<file path="src/rtl/ssd_pkg.sv">
// Shared definitions for the seven-segment scan controller.
//  - scan_state_t : scan FSM states (IDLE / BLANK / DRIVE)
//  - SEG_0..SEG_F : active-low segment patterns, bit order {a,b,c,d,e,f,g}
//  - SEG_OFF      : full cathode byte with every segment and the decimal point dark
//  - hex_to_seg() : nibble -> 7-segment pattern, defined for all 16 codes
package ssd_pkg;

  typedef enum logic [1:0] {
    ST_IDLE  = 2'd0,
    ST_BLANK = 2'd1,
    ST_DRIVE = 2'd2
  } scan_state_t;

  localparam logic [6:0] SEG_0 = 7'b0000001;
  localparam logic [6:0] SEG_1 = 7'b1001111;
  localparam logic [6:0] SEG_2 = 7'b0010010;
  localparam logic [6:0] SEG_3 = 7'b0000110;
  localparam logic [6:0] SEG_4 = 7'b1001100;
  localparam logic [6:0] SEG_5 = 7'b0100100;
  localparam logic [6:0] SEG_6 = 7'b0100000;
  localparam logic [6:0] SEG_7 = 7'b0001111;
  localparam logic [6:0] SEG_8 = 7'b0000000;
  localparam logic [6:0] SEG_9 = 7'b0000100;
  localparam logic [6:0] SEG_A = 7'b0001000;
  localparam logic [6:0] SEG_B = 7'b1100000;
  localparam logic [6:0] SEG_C = 7'b0110001;
  localparam logic [6:0] SEG_D = 7'b1000010;
  localparam logic [6:0] SEG_E = 7'b0110000;
  localparam logic [6:0] SEG_F = 7'b0111000;

  localparam logic [7:0] SEG_OFF = 8'hFF;

  function automatic logic [6:0] hex_to_seg(input logic [3:0] nibble);
    case (nibble)
      4'h0:    hex_to_seg = SEG_0;
      4'h1:    hex_to_seg = SEG_1;
      4'h2:    hex_to_seg = SEG_2;
      4'h3:    hex_to_seg = SEG_3;
      4'h4:    hex_to_seg = SEG_4;
      4'h5:    hex_to_seg = SEG_5;
      4'h6:    hex_to_seg = SEG_6;
      4'h7:    hex_to_seg = SEG_7;
      4'h8:    hex_to_seg = SEG_8;
      4'h9:    hex_to_seg = SEG_9;
      4'hA:    hex_to_seg = SEG_A;
      4'hB:    hex_to_seg = SEG_B;
      4'hC:    hex_to_seg = SEG_C;
      4'hD:    hex_to_seg = SEG_D;
      4'hE:    hex_to_seg = SEG_E;
      default: hex_to_seg = SEG_F;
    endcase
  endfunction

endpackage

</file>
<file path="src/rtl/ssd_hex_decoder.sv">
// Combinational hex nibble to seven-segment decoder.
//  nibble : 4-bit hex code
//  seg    : active-low segments {a,b,c,d,e,f,g}
module ssd_hex_decoder
  import ssd_pkg::*;
(
  input  logic [3:0] nibble,
  output logic [6:0] seg
);

  assign seg = hex_to_seg(nibble);

endmodule

</file>
<file path="src/rtl/ssd_scan_ctrl.sv">
// Scan scheduler for a multiplexed seven-segment display.
//  Clk, Reset_n : clock, asynchronous active-low reset
//  digits_in    : hex nibble per digit (digit i = [4i+3:4i])
//  dp_in        : decimal point per digit, 1 = lit
//  dig_en_in    : digit enable, 1 = digit takes part in the scan
//  upd_req      : producer request to load digits_in/dp_in/dig_en_in
//  upd_ack      : 1-cycle pulse, shadow image captured on the edge that raised it
//  An           : anodes, active-low, at most one low
//  Cath         : {a,b,c,d,e,f,g,dp}, active-low
//  cur_digit    : digit owning the current slot
//  frame_start  : pulse at count 0 of each frame's first slot
//  dbg_state    : current scan FSM state
//
// Handshake: upd_req acts as "valid" and must stay high with stable data until
// upd_ack is seen. The controller is "ready" only in IDLE or at a frame
// boundary; the shadow image loads on the same edge that raises upd_ack. A
// request still high in the ack cycle is not counted again; if it stays high
// after that it is a fresh request.
module ssd_scan_ctrl
  import ssd_pkg::*;
#(
  parameter int N_DIG     = 8,
  parameter int TICK_DIV  = 262144,
  parameter int BLANK_CYC = 1024
) (
  input  logic               Clk,
  input  logic               Reset_n,
  input  logic [4*N_DIG-1:0] digits_in,
  input  logic [N_DIG-1:0]   dp_in,
  input  logic [N_DIG-1:0]   dig_en_in,
  input  logic               upd_req,
  output logic               upd_ack,
  output logic [N_DIG-1:0]   An,
  output logic [7:0]         Cath,
  output logic [2:0]         cur_digit,
  output logic               frame_start,
  output scan_state_t        dbg_state
);

  localparam int CW = $clog2(TICK_DIV);
  localparam logic [CW-1:0] CNT_MAX   = CW'(TICK_DIV - 1);
  localparam logic [CW-1:0] CNT_BLANK = CW'(BLANK_CYC);

  scan_state_t        state, state_nxt;
  logic [CW-1:0]      cnt, cnt_nxt;
  logic [2:0]         cur, cur_nxt;
  logic [4*N_DIG-1:0] sh_dig, sh_dig_nxt;
  logic [N_DIG-1:0]   sh_dp, sh_dp_nxt;
  logic [N_DIG-1:0]   sh_en, sh_en_nxt;
  logic               ack_nxt, fs_nxt;
  logic [N_DIG-1:0]   an_nxt;
  logic [7:0]         cath_nxt;
  logic [3:0]         nib;
  logic               dp_bit;
  logic [6:0]         seg;
  logic [2:0]         next_idx;
  logic               take, slot_end, frame_end;

  function automatic logic [2:0] lowest_en(input logic [N_DIG-1:0] en);
    lowest_en = 3'd0;
    for (int i = N_DIG - 1; i >= 0; i--)
      if (en[i]) lowest_en = 3'(i);
  endfunction

  // Lowest enabled index above pos; falls back to the lowest enabled index.
  function automatic logic [2:0] next_en(input logic [N_DIG-1:0] en, input logic [2:0] pos);
    next_en = lowest_en(en);
    for (int i = N_DIG - 1; i >= 0; i--)
      if (en[i] && (3'(i) > pos)) next_en = 3'(i);
  endfunction

  // The ack cycle itself never counts as a new request.
  assign take      = upd_req && !upd_ack;
  assign slot_end  = (state != ST_IDLE) && (cnt == CNT_MAX);
  assign next_idx  = next_en(sh_en, cur);
  assign frame_end = slot_end && (next_idx <= cur);

  always_comb begin
    state_nxt  = state;
    cnt_nxt    = cnt;
    cur_nxt    = cur;
    sh_dig_nxt = sh_dig;
    sh_dp_nxt  = sh_dp;
    sh_en_nxt  = sh_en;
    ack_nxt    = 1'b0;
    fs_nxt     = 1'b0;
    case (state)
      ST_IDLE: begin
        cnt_nxt = '0;
        cur_nxt = 3'd0;
        if (take) begin
          sh_dig_nxt = digits_in;
          sh_dp_nxt  = dp_in;
          sh_en_nxt  = dig_en_in;
          ack_nxt    = 1'b1;
          if (dig_en_in != '0) begin
            state_nxt = ST_BLANK;
            cur_nxt   = lowest_en(dig_en_in);
            fs_nxt    = 1'b1;
          end
        end
      end
      default: begin
        if (slot_end) begin
          cnt_nxt   = '0;
          state_nxt = ST_BLANK;
          cur_nxt   = next_idx;
          fs_nxt    = frame_end;
          if (take && frame_end) begin
            sh_dig_nxt = digits_in;
            sh_dp_nxt  = dp_in;
            sh_en_nxt  = dig_en_in;
            ack_nxt    = 1'b1;
            if (dig_en_in == '0) begin
              state_nxt = ST_IDLE;
              cur_nxt   = 3'd0;
              fs_nxt    = 1'b0;
            end else begin
              cur_nxt = lowest_en(dig_en_in);
            end
          end
        end else begin
          cnt_nxt   = cnt + 1'b1;
          state_nxt = (cnt_nxt >= CNT_BLANK) ? ST_DRIVE : ST_BLANK;
        end
      end
    endcase
  end

  // Pin values are computed from the next-cycle state so the registered
  // outputs line up with the count they belong to.
  always_comb begin
    an_nxt = '1;
    nib    = 4'd0;
    dp_bit = 1'b0;
    for (int i = 0; i < N_DIG; i++) begin
      if (3'(i) == cur_nxt) begin
        nib    = sh_dig_nxt[4*i +: 4];
        dp_bit = sh_dp_nxt[i];
        if (state_nxt == ST_DRIVE) an_nxt[i] = 1'b0;
      end
    end
  end

  ssd_hex_decoder u_dec (
    .nibble (nib),
    .seg    (seg)
  );

  assign cath_nxt = (state_nxt == ST_DRIVE) ? {seg, ~dp_bit} : SEG_OFF;

  always_ff @(posedge Clk or negedge Reset_n) begin
    if (!Reset_n) begin
      state       <= ST_IDLE;
      cnt         <= '0;
      cur         <= 3'd0;
      sh_dig      <= '0;
      sh_dp       <= '0;
      sh_en       <= '0;
      upd_ack     <= 1'b0;
      frame_start <= 1'b0;
      An          <= '1;
      Cath        <= SEG_OFF;
    end else begin
      state       <= state_nxt;
      cnt         <= cnt_nxt;
      cur         <= cur_nxt;
      sh_dig      <= sh_dig_nxt;
      sh_dp       <= sh_dp_nxt;
      sh_en       <= sh_en_nxt;
      upd_ack     <= ack_nxt;
      frame_start <= fs_nxt;
      An          <= an_nxt;
      Cath        <= cath_nxt;
    end
  end

  assign cur_digit = cur;
  assign dbg_state = state;

endmodule
</file>
<file path="config.mk">
export PLATFORM = sky130hd
export DESIGN_NAME = ssd_scan_ctrl
export DESIGN_NICKNAME = d
export VERILOG_FILES = /design/src/rtl/ssd_pkg.sv /design/src/rtl/ssd_hex_decoder.sv /design/src/rtl/ssd_scan_ctrl.sv
export SDC_FILE = /design/constraint.sdc
export NUM_CORES = 1
export LEC_CHECK = 0
export BUFFER_PORTS_ARGS = -buffer_cell sky130_fd_sc_hd__buf_2
export CELL_PAD_IN_SITES_DETAIL_PLACEMENT = 1
export CELL_PAD_IN_SITES_GLOBAL_PLACEMENT = 2
export CORE_MARGIN = 5
export CORE_UTILIZATION = 32
export DETAILED_ROUTE_END_ITERATION = 8
export HOLD_SLACK_MARGIN = 0.08
export PLACE_DENSITY_LB_ADDON = 0.3
export SLEW_MARGIN = 10
export SYNTH_ARGS = -nofsm -noshare
export SYNTH_HDL_FRONTEND = slang
export SYNTH_SLANG_ARGS = --single-unit
export TNS_END_PERCENT = 10
</file>
<file path="constraint.sdc">
create_clock -name Clk -period 3.7 [get_ports Clk]
set_input_delay 0.37 -clock Clk [delete_from_list [all_inputs] [get_ports Clk]]
set_output_delay 0.37 -clock Clk [all_outputs]
set_load 0.005 [all_outputs]
</file>
==> flow_summary.rst, run 1 <==
.. list-table::
   :header-rows: 1

   * - Metric
     - Value
   * - Filler instances
     - 1666
   * - Largest cells by area after synthesis
     - sky130_fd_sc_hd__dfrtp_1 38%, sky130_fd_sc_hd__dfstp_2 8.8%, sky130_fd_sc_hd__nand2_1 6.8%
   * - Mapped Cells
     - 487
   * - Routability congestion estimate
     - 0.887
   * - Clock Tree Buf Depth
     - 2
   * - Area of the core
     - 0.0146 mm^2
   * - Post-Layout Cell Count
     - 806
   * - Post-Synthesis Net Count
     - 549
   * - Antenna-violating nets left
     - 0
   * - Global-route wire length before repair
     - 23400 um
   * - Post-synthesis sequential area ratio
     - 47.1%
   * - Worst R2R Setup Slack
     - -0.23 ns
   * - Overall fraction of global-route tracks in use
     - 16.5%
   * - Multi-input gate area in the final layout
     - 0.00248 mm^2
   * - First-pass DRT Iterations
     - 4
   * - Post-synth cell types
     - 71
   * - Final Slew Violations
     - 0
   * - Final hold vios
     - 0
   * - FF+latch area
     - 0.00225 mm^2
   * - Initial core utilization
     - 32.7%
   * - Setup repair after global routing missed its margin
     - yes
   * - Area grow syn2layout
     - 30.6%
   * - CTS hold repair buffers
     - 0
   * - Yosys top cell area share
     - 38.2%
   * - FFs w/ async S/R, synth
     - 100%
   * - Kind of path behind the tightest hold check
     - input pin to async pin
   * - Mapped cell area
     - 0.00478 mm^2
   * - Violated checks
     - setup timing
   * - CTS Sinks
     - 89
   * - Cell taking the most area after synthesis
     - sky130_fd_sc_hd__dfrtp_1
   * - I/O pin count
     - 74
   * - Vertical die dimension
     - 132 um
   * - Die width
     - 132 um
   * - Initial antenna violation count
     - 0
   * - Mean Syn Cell Area
     - 9.81 um^2
   * - Routed wirelength normalized by instance count
     - 17.2 um
   * - Placed Cells incl. Taps
     - 783
   * - Routed vias
     - 4017
   * - Final core utilization
     - 42.8%
   * - Sum of internal, switching and leakage power
     - 2910 uW
   * - Run status
     - finished with violations
   * - Maximum vdd drop
     - 249 uV
   * - Post-DP HPWL
     - 10500 um
   * - # setup viols final
     - 7
   * - Buffers added on ports
     - 73
   * - Worst Slack Setup Final
     - -0.228 ns
   * - Crit end category
     - flop
   * - Number of max-capacitance violations reported
     - 0
   * - Overflow left after global routing
     - 0
   * - Top_reg_cell synth
     - sky130_fd_sc_hd__dfrtp_1
   * - Crit path required time
     - 3.96 ns
   * - WP data arrival
     - 4.19 ns
   * - Transition at the pin with the smallest max-transition slack
     - 0.844 ns
   * - Power per cell area
     - 467 mW/mm^2
   * - Startpoint class of the critical path
     - flop
   * - Share of final-layout standard cells stronger than drive strength 1
     - 40.2%
   * - Die area
     - 0.0175 mm^2
   * - Clock transition time at the flip-flop clock pins of the worst setup and hold paths
     - 0.07 ns
   * - Warnings from Yosys
     - 0
   * - Number of rows created at floorplan
     - 44
   * - Shortest period the worst path allows
     - 3.93 ns
   * - Clock insertion delay at the later pin of the skew report
     - 0.35 ns
   * - Setup Skew
     - 0.00898 ns
   * - Pleak
     - 0.00289 uW
   * - DRC violations left
     - 0
   * - Nets
     - 679
   * - Hold slack final
     - 0.101 ns
   * - Diodes inserted
     - 0
   * - Sum of negative setup slack
     - -1.38 ns
   * - Maximum operating frequency
     - 255 MHz
   * - FF+latch count, synth
     - 89
   * - # H-tree levels
     - 3
   * - Number of enable-type register cells in the synthesized netlist
     - 0
   * - Total wirelength of the detailed-routed design
     - 13900 um
   * - Via/cell ratio
     - 4.98
   * - Worst Path Class, Setup
     - flop to flop
   * - Worst-path fanout max
     - 13
   * - Number of CTS-inserted buffers
     - 9
   * - Final Cycle Share
     - 106%
   * - Max-Slew Margin vs Limit
     - 43.7%
   * - CTS tree
     - yes
   * - Pin count of the biggest net entering global routing
     - 65
   * - Iter 0 DRT Violations
     - 197
   * - Number of global-route vias before repair
     - 4634
   * - Clock root buffer
     - sky130_fd_sc_hd__clkbuf_16
[final timing paths]
kind,startpoint,endpoint,cells after the start
max,cur_digit[1],Cath[7],17
min in group Clk,dp_in[3],sh_dp[3],3
min reg2reg,sh_dp[1],sh_dp[1],2
min,Reset_n,sh_en[7],1
max in group asynchronous,Reset_n,Cath[7],2
max reg2reg,cur_digit[1],Cath[7],17
[power by group]
group	switching [uW]	total (uW)	internal, uW
clock network	389	881	493
registers	80.2	1170	1090
logic	440	858	418
[cells by family (layout without fill, tap and decap cells)]
family | Yosys count | in the layout | synth area share, %
muxes | 40 | 40 | 9.51
AOI/OAI and AO/OA | 93 | 93 | 13.7
adders and majority gates | 12 | 12 | 3.09
buffers and inverters | 39 | 174 | 4.74
xor gates and xnor gates | 17 | 17 | 3.12
DFF | 89 | 89 | 47.1
and+or+nand+nor | 197 | 197 | 18.8
[state kept, by name (all words and copies together) (netlist names)]
| register | cells |
|---|---|
| Cath | 8 |
| cur_digit | 3 |
| An | 8 |
| sh_en | 8 |
| frame_start | 1 |
| upd_ack | 1 |
| sh_dig | 32 |
| sh_dp | 8 |
| dbg_state | 2 |
| cnt | 18 |
[layer usage]
| layer | wire, um | GRT usage (%) | vias to the layer above |
|---|---|---|---|
| met5 | 0 | 0 | - |
| met4 | 249 | 5.71 | 0 |
| met3 | 428 | 3.44 | 18 |
| met2 | 6740 | 27.5 | 67 |
| met1 | 6440 | 21.3 | 1985 |
| li1 | - | - | 1947 |
[worst max-delay path, cell delays in order (launching register included)]
cell	delay, ns
sky130_fd_sc_hd__dfrtp_2	0.48
sky130_fd_sc_hd__maj3_2	0.34
sky130_fd_sc_hd__o2bb2ai_2	0.13
sky130_fd_sc_hd__a22oi_2	0.20
sky130_fd_sc_hd__ha_1	0.29
sky130_fd_sc_hd__nand3_1	0.09
sky130_fd_sc_hd__o21ai_2	0.07
sky130_fd_sc_hd__o21a_2	0.26
sky130_fd_sc_hd__a21oi_4	0.20
sky130_fd_sc_hd__inv_4	0.08
sky130_fd_sc_hd__buf_12	0.15
sky130_fd_sc_hd__mux2_4	0.31
sky130_fd_sc_hd__mux2i_2	0.18
sky130_fd_sc_hd__mux2i_1	0.10
sky130_fd_sc_hd__mux2_4	0.32
sky130_fd_sc_hd__ha_2	0.21
sky130_fd_sc_hd__nor3_1	0.32
sky130_fd_sc_hd__o31ai_2	0.11
[metrics by stage]
step | worst slack, ns | instance area, um^2
final | -0.228 | 6240
after global routing | -0.421 | 6240
after CTS | -0.218 | 6220
after detailed placement | -0.419 | 5770
after global placement | -0.306 | 5770
after floorplan | -0.179 | 4860
[synthesized netlist by cell type (all sizes together) (2+ instances only)]
| master | n |
|---|---|
| and2 | 7 |
| a22o | 4 |
| a221o | 2 |
| o31ai | 6 |
| clkinv | 2 |
| buf | 16 |
| o311ai | 2 |
| o22ai | 3 |
| a21oi | 18 |
| nor3 | 16 |
| nor2b | 4 |
| mux2i | 15 |
| nand4 | 3 |
| dfstp | 16 |
| nand2 | 87 |
| ha | 11 |
| o21ai | 22 |
| inv | 16 |
| nand3 | 15 |
| nor2 | 47 |
| and3 | 5 |
| mux2 | 25 |
| a31oi | 4 |
| xor2 | 8 |
| o21a | 6 |
| a211oi | 7 |
| clkbuf | 5 |
| dfrtp | 73 |
| a22oi | 2 |
| xnor2 | 9 |
| nand2b | 5 |
| a21o | 3 |
| nor4 | 2 |
[what timing repair did]
action / in CTS / in global routing
resized for setup: 33 / 6
setup endpoints to repair: 7 / 8
pin swaps: 10 / 3
setup buffers: 7 / 0
gates cloned: 0 / 0
[layout by cell type, fill, tap and decap left out, types with 4 or more instances in the layout]
cell                        count
sky130_fd_sc_hd__nor2b_1        4
sky130_fd_sc_hd__mux2i_1       13
sky130_fd_sc_hd__nor2_1        42
sky130_fd_sc_hd__a22o_1         4
sky130_fd_sc_hd__nor3_1        12
sky130_fd_sc_hd__buf_2         72
sky130_fd_sc_hd__nor2_2         5
sky130_fd_sc_hd__mux2_2        17
sky130_fd_sc_hd__a31oi_1        4
sky130_fd_sc_hd__o31ai_1        4
sky130_fd_sc_hd__nand3_1       15
sky130_fd_sc_hd__buf_4         64
sky130_fd_sc_hd__xor2_1         8
sky130_fd_sc_hd__o21ai_0       11
sky130_fd_sc_hd__o21ai_1        8
sky130_fd_sc_hd__mux2_4         7
sky130_fd_sc_hd__nand2_1       87
sky130_fd_sc_hd__o21a_1         4
sky130_fd_sc_hd__dfrtp_1       68
sky130_fd_sc_hd__xnor2_1        9
sky130_fd_sc_hd__dfrtp_2        5
sky130_fd_sc_hd__and2_1         7
sky130_fd_sc_hd__ha_4           4
sky130_fd_sc_hd__ha_1           5
sky130_fd_sc_hd__clkbuf_16      9
sky130_fd_sc_hd__a211oi_1       5
sky130_fd_sc_hd__nand2b_1       5
sky130_fd_sc_hd__inv_2          4
sky130_fd_sc_hd__dfstp_2       16
sky130_fd_sc_hd__a21oi_1       15
sky130_fd_sc_hd__inv_1          9
[final cells by class]
type | count | area share (%)
Multi-Input combinational cell | 359 | 39.8
Timing Repair Buffer | 140 | 14.5
Sequential cell | 89 | 36.1
Tap cell | 184 | 3.69
Inverter | 18 | 1.36
Clock buffer | 12 | 4.11
Clock inverter | 4 | 0.421
No activity file was read; power rests on OpenSTA's default activity.
==> run 2: changes to the inputs <==
--- a/config.mk
+++ b/config.mk
@@ -9,7 +9,7 @@
 export CELL_PAD_IN_SITES_DETAIL_PLACEMENT = 1
 export CELL_PAD_IN_SITES_GLOBAL_PLACEMENT = 2
 export CORE_MARGIN = 5
-export CORE_UTILIZATION = 32
+export CORE_UTILIZATION = 36
 export DETAILED_ROUTE_END_ITERATION = 8
 export HOLD_SLACK_MARGIN = 0.08
 export PLACE_DENSITY_LB_ADDON = 0.3
==> constraint.sdc (replaced) <==
create_clock -name Clk -period 4.5 [get_ports Clk]
set_input_delay 0.45 -clock Clk [delete_from_list [all_inputs] [get_ports Clk]]
set_output_delay 0.45 -clock Clk [all_outputs]
set_load 0.005 [all_outputs]
==> run 2 against run 1 <==
Against the previous run: the run now ends clean; critical endpoint is now Cath[4]; worst setup slack improved by 0.52 ns; clock power fell by 19%; combinational power decreased by 41%; cell count decreased by 7.7%.
==> flow_summary.rst, run 2 (synthesis gave the netlist of run 1 again) <==
.. list-table::
   :header-rows: 1

   * - Metric
     - Value
   * - Global-route wire length before repair
     - 20700 um
   * - Iter 0 DRT Violations
     - 135
   * - # setup viols final
     - 0
   * - Switching fraction of total power
     - 29.9%
   * - Transition at the pin with the smallest max-transition slack
     - 0.728 ns
   * - Nets
     - 626
   * - Kind of path behind the tightest hold check
     - input pin to async pin
   * - Final hold vios
     - 0
   * - Setup Skew
     - 0.00854 ns
   * - Maximum vdd drop
     - 170 uV
   * - Via/cell ratio
     - 5.10
   * - Pin count of the biggest net entering global routing
     - 55
   * - Crit path required time
     - 4.77 ns
   * - Total wirelength of the detailed-routed design
     - 12400 um
   * - Gate power share
     - 23.1%
   * - Startpoint class of the critical path
     - flop
   * - Register share of total power
     - 44.2%
   * - Max FFs per register
     - 32
   * - Maximum operating frequency
     - 238 MHz
   * - Largest register by flop count
     - sh_dig
   * - Initial core utilization
     - 36.4%
   * - Library cell contributing the largest single delay on the critical path
     - sky130_fd_sc_hd__dfrtp_2
   * - I/O pin count
     - 74
   * - Commonest non-fill, non-tap cells in the layout
     - 87 x sky130_fd_sc_hd__nand2_1, 72 x sky130_fd_sc_hd__buf_2, 71 x sky130_fd_sc_hd__dfrtp_1, 46 x sky130_fd_sc_hd__nor2_1, 17 x sky130_fd_sc_hd__mux2_2
   * - Routed vias
     - 3792
   * - Hold slack final
     - 0.143 ns
   * - Critical Path, Cell by Cell
     - nor2_1 -> a32o_1 -> o22a_1 -> nor3_1 -> ha_1 -> inv_1 -> a211oi_2 -> o21a_2 -> a21oi_4 -> inv_6 -> mux2_2 -> mux2i_1 -> mux2i_1 -> mux2_2 -> inv_1 -> ha_1 -> a21boi_0 -> nor3_1 -> o21ai_1
   * - Pint
     - 1530 uW
   * - Number of rows created at floorplan
     - 42
   * - Worst-path fanout max
     - 21
   * - Worst Path Class, Setup
     - flop to flop
   * - Number of CTS-inserted buffers
     - 9
   * - CTS tree
     - yes
   * - Clock Tree Buf Depth
     - 2
   * - Number of global-route vias before repair
     - 4131
   * - Net switching component of the power
     - 654 uW
   * - Overflow left after global routing
     - 0
   * - Crit end category
     - flop
   * - Shortest period the worst path allows
     - 4.20 ns
   * - Routability congestion estimate
     - 0.826
   * - Max-Slew Margin vs Limit
     - 51.1%
   * - Buffer count from post-CTS setup fixing
     - 0
   * - Clock group share of total power
     - 32.7%
   * - Clock root buffer
     - sky130_fd_sc_hd__clkbuf_16
   * - DRC violations left
     - 0
   * - Area grow syn2layout
     - 18.0%
   * - Antenna-violating nets left
     - 0
   * - Share of final-layout standard cells stronger than drive strength 1
     - 28.3%
   * - Area of the core
     - 0.0131 mm^2
   * - First-pass DRT Iterations
     - 4
   * - Registers with the most flip-flops
     - sh_dig (32), cnt (18)
   * - Overall fraction of global-route tracks in use
     - 16.4%
   * - Filler instances
     - 1558
   * - Final Slew Violations
     - 0
   * - Buffers added on ports
     - 73
   * - Die area
     - 0.0157 mm^2
   * - Number of max-capacitance violations reported
     - 0
   * - Power per cell area
     - 388 mW/mm^2
   * - Commonest non-fill, non-tap cell in the layout
     - sky130_fd_sc_hd__nand2_1
   * - Vertical die dimension
     - 125 um
   * - Post-DP HPWL
     - 9340 um
   * - CTS Sinks
     - 89
   * - WP data arrival
     - 4.47 ns
   * - Diodes inserted
     - 0
   * - Initial antenna violation count
     - 0
   * - Pleak
     - 0.00261 uW
   * - Worst stage delay on the critical path
     - 0.49 ns
   * - Final Cycle Share
     - 93.4%
   * - Clock transition time at the flip-flop clock pins of the worst setup and hold paths
     - 0.06 ns
   * - Run status
     - finished, final reports clean
   * - Die width
     - 125 um
   * - # H-tree levels
     - 3
   * - Sum of internal, switching and leakage power
     - 2180 uW
   * - Clock insertion delay at the later pin of the skew report
     - 0.34 ns
   * - Routed wirelength normalized by instance count
     - 16.6 um
run 2: changes by cell type in the layout (fill, tap and decap cells not counted), moves of 4 or more:
cell                      previous run  this run
sky130_fd_sc_hd__ha_1                5        11
sky130_fd_sc_hd__buf_4              64        14
sky130_fd_sc_hd__o21ai_0            11        15
sky130_fd_sc_hd__nor2_1             42        46
sky130_fd_sc_hd__ha_4                4         0
sky130_fd_sc_hd__nor2_2              5         1
run 2: routing by layer:
metal,track usage (%),wire length [um],vias to the layer above
li1,-,-,1841
met2,29.2,6340,49
met3,3.50,396,10
met1,19.6,5460,1892
met5,0,0,-
met4,5.68,183,0
run 2: area by class of cell:
cell class	count	area, um^2	share of cell area (%)
inverter	18	80.1	1.42
multi-input combinational	359	2320	41.1
timing repair buffer	87	485	8.62
sequential	89	2250	39.9
tap	176	220	3.91
clock buffer	13	270	4.80
clock inverter	2	12.5	0.222
run 2: path summary, 6_finish.rpt:
| path | slack, ns | cells past startpoint | end | start |
|---|---|---|---|---|
| worst max-delay path | 0.30 | 19 | Cath[4] | cur_digit[1] |
| worst min-delay path | 0.14 | 1 | cnt[6] | Reset_n |
| worst max register to register | 0.30 | 19 | Cath[4] | cur_digit[1] |
| worst min register to register | 0.46 | 2 | sh_dig[18] | sh_dig[18] |
| max in group asynchronous | 3.40 | 2 | An[7] | Reset_n |
| min in group Clk | 0.33 | 3 | sh_dig[18] | digits_in[18] |
run 2: power by group through the flow:
stage | sequential [uW] | clock (uW) | combinational [uW]
final | 965 | 714 | 505
after global routing | 976 | 773 | 577
after CTS | 965 | 747 | 502
after detailed placement | 978 | 0 | 499
after global placement | 974 | 0 | 487
after floorplan | 956 | 0 | 360
run 2: timing repair:
item | 4_1_cts | 5_1_grt
hold buffers | 0 | 0
pin swaps | 0 | 1
gates resized for setup | 1 | 10
endpoints found under the hold margin | 0 | 0
endpoints found under the setup margin | 3 | 7
gates cloned | 0 | 0
run 2: critical path, delay by kind of cell, from the launching register on:
family	cells	cell delay (ns)
AO/OA/AOI/OAI	7	1.54
multiplexers	4	0.97
flip-flops	1	0.49
buffers and inverters	3	0.40
AND/OR/NAND/NOR	3	0.38
adder cells (fa/ha/maj)	2	0.34
run 2: metrics by stage:
stage / cell area [um^2] / instances / utilization (%) / setup TNS [ns] / worst slack [ns]
after floorplan: 4780 / 487 / - / 0 / 0.419
after global placement: 5330 / 729 / 40.6 / 0 / 0.146
after detailed placement: 5330 / 729 / 40.6 / -0.0278 / -0.0278
after CTS: 5610 / 744 / 42.7 / 0 / 0.0269
after global routing: 5630 / 744 / 42.9 / -0.0112 / -0.0112
final: 5630 / 744 / 42.9 / 0 / 0.297
==> run 3: changes to the inputs <==
--- a/config.mk
+++ b/config.mk
@@ -8,7 +8,7 @@
 export BUFFER_PORTS_ARGS = -buffer_cell sky130_fd_sc_hd__buf_2
 export CELL_PAD_IN_SITES_DETAIL_PLACEMENT = 1
 export CELL_PAD_IN_SITES_GLOBAL_PLACEMENT = 2
-export CORE_MARGIN = 5
+export CORE_MARGIN = 2
 export CORE_UTILIZATION = 36
 export DETAILED_ROUTE_END_ITERATION = 8
 export HOLD_SLACK_MARGIN = 0.08
==> run 3 against run 2 <==
Against the previous run: global-route usage up 2.3 points; total power shrank 0.88%; sequential power about the same; combinational power increased by 2%; critical path depth is 2 lower; core utilization grew 0.17 points; non-clock buffer count up 1; critical path type unchanged; largest cell class unchanged; highest routed layer unchanged.
==> flow_summary.rst, run 3 (synthesis gave the netlist of run 1 again) <==
.. list-table::
   :header-rows: 1

   * - Metric
     - Value
   * - Vertical die dimension
     - 119 um
   * - Overflow left after global routing
     - 0
   * - Maximum operating frequency
     - 234 MHz
   * - # H-tree levels
     - 3
   * - Run status
     - finished, final reports clean
   * - Buffer count from post-CTS setup fixing
     - 0
   * - DRC violations left
     - 0
   * - Sum of negative setup slack
     - 0 ns
   * - Buf/Inv on CP
     - 2
   * - Dominant delay contributor by cell family on the critical path
     - compound AO/OA/AOI/OAI gates
   * - # setup viols final
     - 0
   * - CTS tree
     - yes
   * - First-pass DRT Iterations
     - 4
   * - Total wirelength of the detailed-routed design
     - 12600 um
   * - Initial antenna violation count
     - 0
   * - Pleak
     - 0.00260 uW
   * - Area grow syn2layout
     - 18.0%
   * - Commonest non-fill, non-tap cell in the layout
     - sky130_fd_sc_hd__nand2_1
   * - Number of rows created at floorplan
     - 42
   * - Setup Skew
     - 0.00823 ns
   * - Clock root buffer
     - sky130_fd_sc_hd__clkbuf_16
   * - Share of final-layout standard cells stronger than drive strength 1
     - 29.1%
   * - Die area
     - 0.0142 mm^2
   * - Shortest period the worst path allows
     - 4.27 ns
   * - Number of CTS-inserted buffers
     - 9
   * - Largest register by flop count
     - sh_dig
   * - Library cell contributing the largest single delay on the critical path
     - sky130_fd_sc_hd__or3_1
   * - Number of max-capacitance violations reported
     - 0
   * - Crit path required time
     - 4.76 ns
   * - Crit end category
     - flop
   * - Commonest non-fill, non-tap cells in the layout
     - 87 x sky130_fd_sc_hd__nand2_1, 72 x sky130_fd_sc_hd__buf_2, 70 x sky130_fd_sc_hd__dfrtp_1, 46 x sky130_fd_sc_hd__nor2_1, 17 x sky130_fd_sc_hd__mux2_2
   * - Kind of path behind the tightest hold check
     - input pin to async pin
   * - Global-route wire length before repair
     - 20700 um
   * - Maximum vdd drop
     - 177 uV
   * - Worst Path Class, Setup
     - flop to flop
   * - Antenna-violating nets left
     - 0
   * - Clock Tree Buf Depth
     - 2
   * - Nets
     - 627
   * - Diodes inserted
     - 0
   * - Pin count of the biggest net entering global routing
     - 49
   * - Number of global-route vias before repair
     - 4064
   * - Iter 0 DRT Violations
     - 139
   * - Routed vias
     - 3843
   * - Die width
     - 119 um
   * - Via/cell ratio
     - 5.15
   * - Post-DP HPWL
     - 9320 um
   * - I/O pin count
     - 74
   * - Clock insertion delay at the later pin of the skew report
     - 0.35 ns
   * - Final Slew Violations
     - 0
   * - Worst-path fanout max
     - 24
   * - Registers with the most flip-flops
     - sh_dig (32), cnt (18)
   * - Clock transition time at the flip-flop clock pins of the worst setup and hold paths
     - 0.06 ns
   * - Area of the core
     - 0.0131 mm^2
   * - Placed Cells incl. Taps
     - 730
   * - WP data arrival
     - 4.54 ns
   * - Final Cycle Share
     - 94.9%
   * - Final hold vios
     - 0
   * - Routed wirelength normalized by instance count
     - 16.9 um
   * - Overall fraction of global-route tracks in use
     - 18.7%
   * - Critical Path, Cell by Cell
     - nor2_1 -> o31ai_1 -> a22o_1 -> a21o_1 -> ha_1 -> a211oi_2 -> o21a_2 -> a21oi_4 -> inv_4 -> buf_4 -> mux2_2 -> nor2_2 -> o311a_1 -> or3_1 -> a21oi_4 -> nor3_1 -> o31ai_2
   * - CTS hold repair buffers
     - 0
   * - Worst stage delay on the critical path
     - 0.50 ns
   * - CTS Sinks
     - 89
   * - Dominant cell type by count on the critical path
     - sky130_fd_sc_hd__a21oi_4
   * - Routability congestion estimate
     - 0.867
   * - Post-Layout Cell Count
     - 746
   * - Buffers added on ports
     - 73
   * - Transition at the pin with the smallest max-transition slack
     - 0.715 ns
   * - Power per cell area
     - 384 mW/mm^2
   * - Max FFs per register
     - 32
   * - Startpoint class of the critical path
     - flop
   * - Initial core utilization
     - 36.5%
   * - Max-Slew Margin vs Limit
     - 51.9%
run 3: metal layers:
layer  share of wire, %  wire length, um  vias to the layer above  GRT usage, %
met5                  0                0                        -             0
met4                2.3              284                        0          8.33
met3                3.0              376                       15          2.87
met2                 48             6080                       64          32.0
met1                 47             5870                     1922          23.4
li1                   -                -                     1842             -
run 3: repair_timing:
action | CTS | global route
endpoints found under the setup margin | 5 | 7
cloned | 0 | 0
resized for setup | 2 | 10
run 3: metrics by stage:
step / power (uW) / setup WS (ns) / hold WS [ns] / utilization, % / instance area, um^2
4_1_cts: 2180 / 0.0571 / 0.145 / 42.9 / 5610
6_report: 2160 / 0.229 / 0.122 / 43.1 / 5630
3_3_place_gp: 1460 / 0.114 / 0.443 / 40.8 / 5340
5_1_grt: 2300 / -0.000997 / 0.170 / 43.1 / 5630
3_5_place_dp: 1480 / 0.0139 / 0.455 / 40.8 / 5340
2_1_floorplan: 1320 / 0.419 / 0.154 / - / 4780
run 3: worst paths after layout:
kind | from | endpoint | slack [ns] | cells after the start
max reg2reg | sh_en[3] | Cath[7] | 0.23 | 17
max | sh_en[3] | Cath[7] | 0.23 | 17
min | Reset_n | sh_en[6] | 0.12 | 1
max in group asynchronous | Reset_n | cur_digit[0] | 3.38 | 2
min in group Clk | dp_in[6] | sh_dp[6] | 0.33 | 3
min reg2reg | sh_dig[10] | sh_dig[10] | 0.47 | 2
run 3: report_power, final:
part	internal [uW]	switching (uW)
clock	370	315
combinational	219	295
sequential	896	70.1
run 3: final cells by class:
class | instances | area [um^2]
timing repair buffer | 88 | 493
multi-input combinational | 359 | 2330
inverter | 18 | 75.1
fill | 1502 | 7450
tap | 176 | 220
clock buffer | 10 | 229
clock inverter | 6 | 35.0
sequential | 89 | 2250
run 3: worst reg2reg max path: stages, from the launching register on:
cell and delay [ns]:
sky130_fd_sc_hd__dfrtp_1 0.44, sky130_fd_sc_hd__nor2_1 0.20, sky130_fd_sc_hd__o31ai_1 0.10, sky130_fd_sc_hd__a22o_1 0.28, sky130_fd_sc_hd__a21o_1 0.20, sky130_fd_sc_hd__ha_1 0.31
sky130_fd_sc_hd__a211oi_2 0.27, sky130_fd_sc_hd__o21a_2 0.25, sky130_fd_sc_hd__a21oi_4 0.08, sky130_fd_sc_hd__inv_4 0.14, sky130_fd_sc_hd__buf_4 0.31, sky130_fd_sc_hd__mux2_2 0.26
sky130_fd_sc_hd__nor2_2 0.04, sky130_fd_sc_hd__o311a_1 0.36, sky130_fd_sc_hd__or3_1 0.50, sky130_fd_sc_hd__a21oi_4 0.20, sky130_fd_sc_hd__nor3_1 0.07, sky130_fd_sc_hd__o31ai_2 0.18
